## src/rtl/parity_frame_tx.sv

```systemverilog
// Serial transmitter for parity-framed words: it re-checks parity when a word
// is accepted, then sends start bit, 8 bits LSB-first and stop bit.
module parity_frame_tx #(
  parameter int unsigned CLKS_PER_BIT = 4,
  parameter bit          PARITY_ODD   = 1'b0,
  parameter int unsigned ERR_W        = 8
) (
  input  logic             clk,
  input  logic             reset,
  input  logic [7:0]       din,
  input  logic             din_valid,
  output logic             din_ready,
  output logic             tx,
  output logic             busy,
  output logic             frame_done,
  output logic             par_err,
  output logic [ERR_W-1:0] err_cnt
);

  localparam int unsigned CNT_W = 8;
  localparam int unsigned IDX_W = 3;
  localparam logic [CNT_W-1:0] CNT_LAST = CNT_W'(CLKS_PER_BIT - 1);
  localparam logic [IDX_W-1:0] IDX_LAST = IDX_W'(7);

  localparam logic [1:0] S_IDLE  = 2'd0;
  localparam logic [1:0] S_START = 2'd1;
  localparam logic [1:0] S_DATA  = 2'd2;
  localparam logic [1:0] S_STOP  = 2'd3;

  logic [1:0]       state;
  logic [1:0]       state_nx;
  logic [CNT_W-1:0] baud_cnt;
  logic [CNT_W-1:0] baud_cnt_nx;
  logic [IDX_W-1:0] bit_idx;
  logic [IDX_W-1:0] bit_idx_nx;
  logic [7:0]       shreg;
  logic [7:0]       shreg_nx;
  logic             tx_nx;
  logic             busy_nx;
  logic             frame_done_nx;
  logic             par_err_nx;
  logic [ERR_W-1:0] err_cnt_nx;
  logic             bit_end;
  logic             word_bad;

  assign bit_end   = (baud_cnt == CNT_LAST);
  assign word_bad  = (^din) ^ PARITY_ODD;
  assign din_ready = (state == S_IDLE);

  // State and registered outputs; tx goes high asynchronously on reset.
  always_ff @(posedge clk or negedge reset) begin
    if (!reset) begin
      state      <= S_IDLE;
      baud_cnt   <= '0;
      bit_idx    <= '0;
      shreg      <= '0;
      tx         <= 1'b1;
      busy       <= 1'b0;
      frame_done <= 1'b0;
      par_err    <= 1'b0;
      err_cnt    <= '0;
    end else begin
      state      <= state_nx;
      baud_cnt   <= baud_cnt_nx;
      bit_idx    <= bit_idx_nx;
      shreg      <= shreg_nx;
      tx         <= tx_nx;
      busy       <= busy_nx;
      frame_done <= frame_done_nx;
      par_err    <= par_err_nx;
      err_cnt    <= err_cnt_nx;
    end
  end

  // Next-state and next-output decode; tx_nx is the level for the coming cycle.
  always_comb begin
    state_nx      = state;
    baud_cnt_nx   = baud_cnt;
    bit_idx_nx    = bit_idx;
    shreg_nx      = shreg;
    tx_nx         = tx;
    busy_nx       = busy;
    frame_done_nx = 1'b0;
    par_err_nx    = par_err;
    err_cnt_nx    = err_cnt;

    case (state)
      S_IDLE: begin
        tx_nx = 1'b1;
        if (din_valid) begin
          shreg_nx    = din;
          par_err_nx  = word_bad;
          if (word_bad && (err_cnt != '1)) begin
            err_cnt_nx = err_cnt + ERR_W'(1);
          end
          baud_cnt_nx = '0;
          bit_idx_nx  = '0;
          tx_nx       = 1'b0;
          busy_nx     = 1'b1;
          state_nx    = S_START;
        end
      end

      S_START: begin
        if (bit_end) begin
          baud_cnt_nx = '0;
          tx_nx       = shreg[0];
          state_nx    = S_DATA;
        end else begin
          baud_cnt_nx = baud_cnt + CNT_W'(1);
        end
      end

      S_DATA: begin
        if (bit_end) begin
          baud_cnt_nx = '0;
          if (bit_idx == IDX_LAST) begin
            bit_idx_nx = '0;
            tx_nx      = 1'b1;
            state_nx   = S_STOP;
          end else begin
            // Next data bit is the one that lands in bit 0 after this shift.
            bit_idx_nx = bit_idx + IDX_W'(1);
            shreg_nx   = {1'b0, shreg[7:1]};
            tx_nx      = shreg[1];
          end
        end else begin
          baud_cnt_nx = baud_cnt + CNT_W'(1);
        end
      end

      S_STOP: begin
        if (bit_end) begin
          baud_cnt_nx   = '0;
          busy_nx       = 1'b0;
          frame_done_nx = 1'b1;
          state_nx      = S_IDLE;
        end else begin
          baud_cnt_nx = baud_cnt + CNT_W'(1);
        end
      end

      default: begin
        state_nx = S_IDLE;
        tx_nx    = 1'b1;
        busy_nx  = 1'b0;
      end
    endcase
  end

endmodule

```

## config.mk

```make
export PLATFORM = sky130hd
export DESIGN_NAME = parity_frame_tx
export DESIGN_NICKNAME = d
export VERILOG_FILES = /design/src/rtl/parity_frame_tx.sv
export SDC_FILE = /design/constraint.sdc
export NUM_CORES = 1
export LEC_CHECK = 0
export ABC_AREA = 1
export ABC_CLOCK_PERIOD_IN_PS = 1600
export CORE_UTILIZATION = 50
export DETAILED_ROUTE_END_ITERATION = 10
export GPL_ROUTABILITY_DRIVEN = 1
export PLACE_DENSITY = 0.75
export SLEW_MARGIN = 20
export SYNTH_ARGS = -nofsm -noshare
export SYNTH_HDL_FRONTEND = slang
export SYNTH_SLANG_ARGS = --single-unit
```

## constraint.sdc

```tcl
create_clock -name clk -period 1.6 [get_ports clk]
set_input_delay 0.16 -clock clk [delete_from_list [all_inputs] [get_ports clk]]
set_output_delay 0.16 -clock clk [all_outputs]
set_load 0.01 [all_outputs]
```

==> results.py, run 1 <==
metrics = {
    "placement": {
        "dp_hpwl_um": 3240,
        "io_buffers": 23,
        "dpl.cell_count": 379,
        "place_area_mm2": 0.00255,
        "gp_congestion": 0.786,
    },
    "worst_setup_path": {
        "crit_family": "flip-flops",
        "critical_path_buf_inv_count": 2,
        "cp_cell_sequence": "inv_2 -> buf_4 -> ha_1 -> o21ai_0 -> nand3_1 -> nand2_1 -> nand2_1",
        "cp_slowest_stage_delay_ns": 0.39,
        "crit_path_frequent_cell": "nand2_1",
        "critPathArrivalTime_ns": 1.71,
        "slowest_stage": "dfrtp_1",
        "required_ns": 1.77,
        "worst-setup-path-type": "reg2reg",
        "crit_start": "state[1]",
        "r2r_start": "state[1]",
        "path_max_fanout": 3,
        "worstSetupStartpointType": "register",
        "end_kind": "register",
    },
    "final_layout": {
        "fill_cells": 339,
        "syn_to_final_growth_pct": 30.9,
        "final_common_cell": "nand2_1",
        "final_cell_mix": "nand2_1 (105), dfrtp_1 (32), inv_1 (30)",
        "postLayoutCoreUtil_pct": 68.4,
        "diodes": 0,
        "final_nets": 360,
        "register_area_um2": 827,
        "final_cells": 391,
        "multi_input_area_mm2": 0.00116,
        "fin_area_mm2": 0.00275,
        "drive_gt1_share_pct": 19.4,
    },
    "floorplanning": {
        "die_h_um": 66.9,
        "start_util_pct": 52.2,
        "placementRows": 23,
        "dieArea_mm2": 0.00447,
        "die-width_um": 66.9,
        "core_area_mm2": 0.00403,
        "io_pins": 24,
    },
    "grt": {
        "grt_pass1_vias": 1680,
        "grt_overflow_total": 0,
        "track_usage_pct": 21.5,
        "grt_pass1_wl_um": 7200,
        "grt_max_degree": 34,
        "antenna_found_initial": 0,
    },
    "power": {
        "p_leak_nw": 1.42,
        "p_per_area_mw_per_mm2": 1590,
        "irDropWorstVdd_mv": 0.733,
        "total_power_mw": 4.38,
    },
    "clock_network": {
        "clock_latency_ns": 0.29,
        "cts_made_buffers": 5,
        "clock-sinks": 33,
        "ctsHoldBuffers": 0,
        "cts.path.max_buffers": 2,
        "cts.clk_slew.worst_paths_ns": 0.07,
        "cts_tree": "done",
        "root_buffer": "clkbuf_8",
        "htree_levels": 2,
    },
    "timing": {
        "min_period_ns": 1.54,
        "relSlewSlack_pct": 71.5,
        "skew_ns": 0.00965,
        "setup_viol": 0,
        "hold_violations": 0,
        "finalCritPeriodShare_pct": 96.0,
        "slew_violations": 0,
        "max_freq_mhz": 651,
        "tightest_slew_ns": 0.427,
    },
    "worst_hold_path": {
        "min-delay-path-class": "in2async",
    },
    "route": {
        "viasPerCell": 4.97,
        "vias": 1944,
        "drt_iter0_markers": 105,
        "firstDrtPassIters": 4,
        "drc_errors": 0,
        "wirelength_um": 4350,
        "avgRoutedWirePerCell_um": 11.1,
        "antenna_left": 0,
    },
    "outcome": {
        "status": "completed",
    },
    "synthesis": {
        "yosys_warnings": 0,
        "synth_nets": 307,
        "synth_seq_cells": 33,
        "syn_area_per_cell_um2": 7.33,
        "syn-cell-area_mm2": 0.00210,
        "synth_seq_area_share_pct": 39.3,
        "ys_types": 28,
        "netlist_instances": 287,
    },
    "run": {
        "cap_violations": 0,
    },
}
==> timing repair <==
| action | in CTS | in global routing |
|---|---|---|
| cloned | 0 | 0 |
| resized for setup | 3 | 14 |
| setup endpoints to repair | 3 | 19 |
| pin swaps | 0 | 4 |
| buffers inserted | 1 | 3 |
==> per-stage QoR <==
stage	setup TNS, ns	hold WS (ns)	setup slack, ns
floorplan	0	-0.136	0.0451
global placement	-0.119	0.455	-0.0211
detailed placement	-0.358	0.461	-0.0593
CTS	0	0.291	0.0106
global route	-0.0546	0.327	-0.0252
finish	0	0.279	0.0638
==> final timing paths <==
check                              to  slack, ns  cells past startpoint
hold reg to reg              shreg[5]       0.48                      2
min in group clk             shreg[5]       0.48                      2
hold / removal             bit_idx[2]       0.28                      2
setup / recovery             state[0]       0.06                      7
setup reg to reg             state[0]       0.06                      7
max in group asynchronous          tx       0.99                      2
==> area by class of cell <==
cell class	instances	share of cell area (%)
sequential	33	30.0
tap	50	2.27
clock buffer	7	3.13
multi-input combinational	214	42.2
timing repair buffer	52	16.7
inverter	34	4.63
clock inverter	1	1.09
==> registers in the layout (all words and copies together), names as in the netlist <==
signal and count:
frame_done 1, busy 1, par_err 1, shreg 8
tx 1, err_cnt 8, bit_idx 3, state 2
baud_cnt 8
==> synthesized netlist by cell type <==
cell type / count / share of area [%]
nand2_1: 106 / 19
inv_1: 34 / 6.1
dfrtp_1: 32 / 38
nor2_1: 22 / 3.9
nand3_1: 18 / 4.3
o21ai_0: 15 / 3.6
nand4_1: 11 / 3.3
ha_1: 9 / 5.4
nand2_2: 5 / 1.5
xor2_1: 5 / 2.1
xnor2_1: 4 / 1.7
a21oi_1: 3 / 0.71
buf_2: 3 / 0.71
nor3_1: 3 / 0.71
nor3b_1: 3 / 1.1
nor2_2: 2 / 0.59
a21oi_4: 1 / 0.77
buf_4: 1 / 0.36
buf_6: 1 / 0.54
clkbuf_1: 1 / 0.18
dfstp_2: 1 / 1.2
nand2_4: 1 / 0.54
nand3_2: 1 / 0.48
nand4_4: 1 / 1.0
nor2_4: 1 / 0.54
nor2_8: 1 / 0.95
nor3b_2: 1 / 0.59
o31ai_1: 1 / 0.36
==> routing by layer <==
layer / GRT usage, % / part of all wire, % / up-vias
met5: 0 / 0 / -
met2: 34.0 / 47 / 49
met3: 5.82 / 4.3 / 8
li1: - / - / 1015
met4: 8.51 / 2.1 / 0
met1: 27.6 / 46 / 872
==> cells by family after synthesis <==
family / Yosys count / synth area share, %
fa+ha+maj: 9 / 5.35
buf+inv: 40 / 7.85
xor+xnor: 9 / 3.75
simple gates: 176 / 38.3
flops: 33 / 39.3
compound gates: 20 / 5.41
==> report_power, final <==
part           internal [mW]  total [mW]  leakage (nW)  switching [mW]
clock                  0.508       0.816        0.0585           0.308
combinational           1.03        2.25         0.934            1.23
sequential              1.12        1.31         0.431           0.191
Power figures use the tool's default switching activity.
==> inputs of run 2 (changes only) <==
- CORE_UTILIZATION: 50 -> 40
- PLACE_DENSITY: 0.75 -> not set
==> run 2 against run 1 <==
Against the previous run: flip-flop and latch count unchanged; sequential power about the same; fmax increased by 1.4%; largest cell class unchanged; sequential share of layout area decreased by 0.46 points; clock-buffer cell count unchanged; highest routed layer unchanged.
==> results.py, run 2 (synthesis gave the netlist of run 1 again) <==
metrics = {
    "clock_network": {
        "cts.path.max_buffers": 2,
        "cts_tree": "done",
        "clock-sinks": 33,
        "htree_levels": 2,
        "root_buffer": "clkbuf_8",
        "cts.clk_slew.worst_paths_ns": 0.07,
        "ctsHoldBuffers": 0,
        "cts_made_buffers": 5,
        "clock_latency_ns": 0.29,
    },
    "outcome": {
        "status": "completed",
    },
    "grt": {
        "grt_max_degree": 34,
        "grt_pass1_vias": 1663,
        "antenna_found_initial": 0,
        "grt_pass1_wl_um": 7180,
        "grt_overflow_total": 0,
        "track_usage_pct": 17.0,
    },
    "floorplanning": {
        "die_h_um": 74.5,
        "die-width_um": 74.5,
        "placementRows": 26,
        "io_pins": 24,
        "start_util_pct": 41.5,
        "dieArea_mm2": 0.00556,
        "core_area_mm2": 0.00507,
    },
    "route": {
        "viasPerCell": 4.55,
        "drt_iter0_markers": 73,
        "wirelength_um": 4320,
        "avgRoutedWirePerCell_um": 10.5,
        "drc_errors": 0,
        "antenna_left": 0,
        "firstDrtPassIters": 4,
        "vias": 1881,
    },
    "worst_setup_path": {
        "end_kind": "output pin",
        "crit_family": "buffers and inverters",
        "r2r_start": "baud_cnt[0]",
        "worst-setup-path-type": "reg2out",
        "required_ns": 1.44,
        "worstSetupStartpointType": "register",
        "path_max_fanout": 3,
        "reg2regPathDepth": 8,
        "regToRegSetupSlack_ns": 0.10,
        "cp_cell_sequence": "inv_2 -> ha_2 -> buf_4 -> dlygate4sd2_1",
        "slowest_stage": "dfrtp_1",
        "critPathArrivalTime_ns": 1.35,
        "cp_slowest_stage_delay_ns": 0.39,
        "reg2reg_to": "shreg[4]",
        "critical_path_buf_inv_count": 3,
    },
    "worst_hold_path": {
        "min-delay-path-class": "in2async",
    },
    "power": {
        "irDropWorstVdd_mv": 0.598,
        "total_power_mw": 4.41,
        "p_per_area_mw_per_mm2": 1580,
        "p_leak_nw": 1.43,
    },
    "placement": {
        "io_buffers": 23,
        "pre_cts_ws_ns": -0.0806,
        "gp_congestion": 0.790,
        "dpl.cell_count": 402,
        "place_area_mm2": 0.00261,
        "dp_hpwl_um": 3180,
    },
    "timing": {
        "relSlewSlack_pct": 77.9,
        "setup_viol": 0,
        "tns_ns": 0,
        "hold_violations": 0,
        "hold_slack_ns": 0.228,
        "max_freq_mhz": 660,
        "slew_violations": 0,
        "skew_ns": 0.00722,
        "tightest_slew_ns": 0.332,
        "finalCritPeriodShare_pct": 94.7,
        "min_period_ns": 1.51,
        "fin_ws_ns": 0.0854,
    },
    "final_layout": {
        "final_nets": 362,
        "drive_gt1_share_pct": 19.2,
        "syn_to_final_growth_pct": 32.9,
        "diodes": 0,
        "fin_area_mm2": 0.00280,
        "largestRegisters": "baud_cnt: 8 flops, err_cnt: 8 flops, shreg: 8 flops",
        "final_cells": 413,
        "final_cell_mix": "nand2_1 (106), dfrtp_1 (32), inv_1 (30)",
        "final_common_cell": "nand2_1",
        "postLayoutCoreUtil_pct": 55.1,
    },
    "run": {
        "cap_violations": 0,
    },
}
run 2: report_power, final:
group | switching (mW) | internal (mW)
Clock | 0.324 | 0.508
Sequential | 0.181 | 1.12
Combinational | 1.22 | 1.06
Total | 1.73 | 2.69
run 2: routing by layer:
layer / track usage [%] / share of wire [%] / up-vias
met4: 6.29 / 1.7 / 0
met2: 26.7 / 45 / 32
met1: 22.5 / 50 / 826
met3: 4.47 / 3.2 / 8
li1: - / - / 1015
met5: 0 / 0 / -
run 2: how the worst max path moves through the flow:
| stage | from | endpoint | slack (ns) | cells after the start |
|---|---|---|---|---|
| after global placement | din[7] | err_cnt[4] | -0.05 | 10 |
| final | state[0] | din_ready | 0.09 | 4 |
| after detailed placement | din[6] | err_cnt[2] | -0.08 | 10 |
| after global routing | state[1] | state[1] | -0.02 | 7 |
| after CTS | state[0] | bit_idx[0] | 0.007 | 7 |
| after floorplan | state[0] | baud_cnt[7] | 0.05 | 10 |
run 2: what timing repair did:
action | CTS | global route
pin swaps | 0 | 1
setup buffers | 0 | 3
endpoints found under the setup margin | 1 | 26
gates resized for setup | 1 | 14
run 2: layout make-up:
type / instances / area, µm²
Clock buffer: 7 / 86.3
Clock inverter: 1 / 30.0
Fill cell: 520 / 2280
Inverter: 34 / 128
Multi-Input combinational cell: 214 / 1150
Sequential cell: 33 / 827
Tap cell: 70 / 87.6
Timing Repair Buffer: 54 / 487
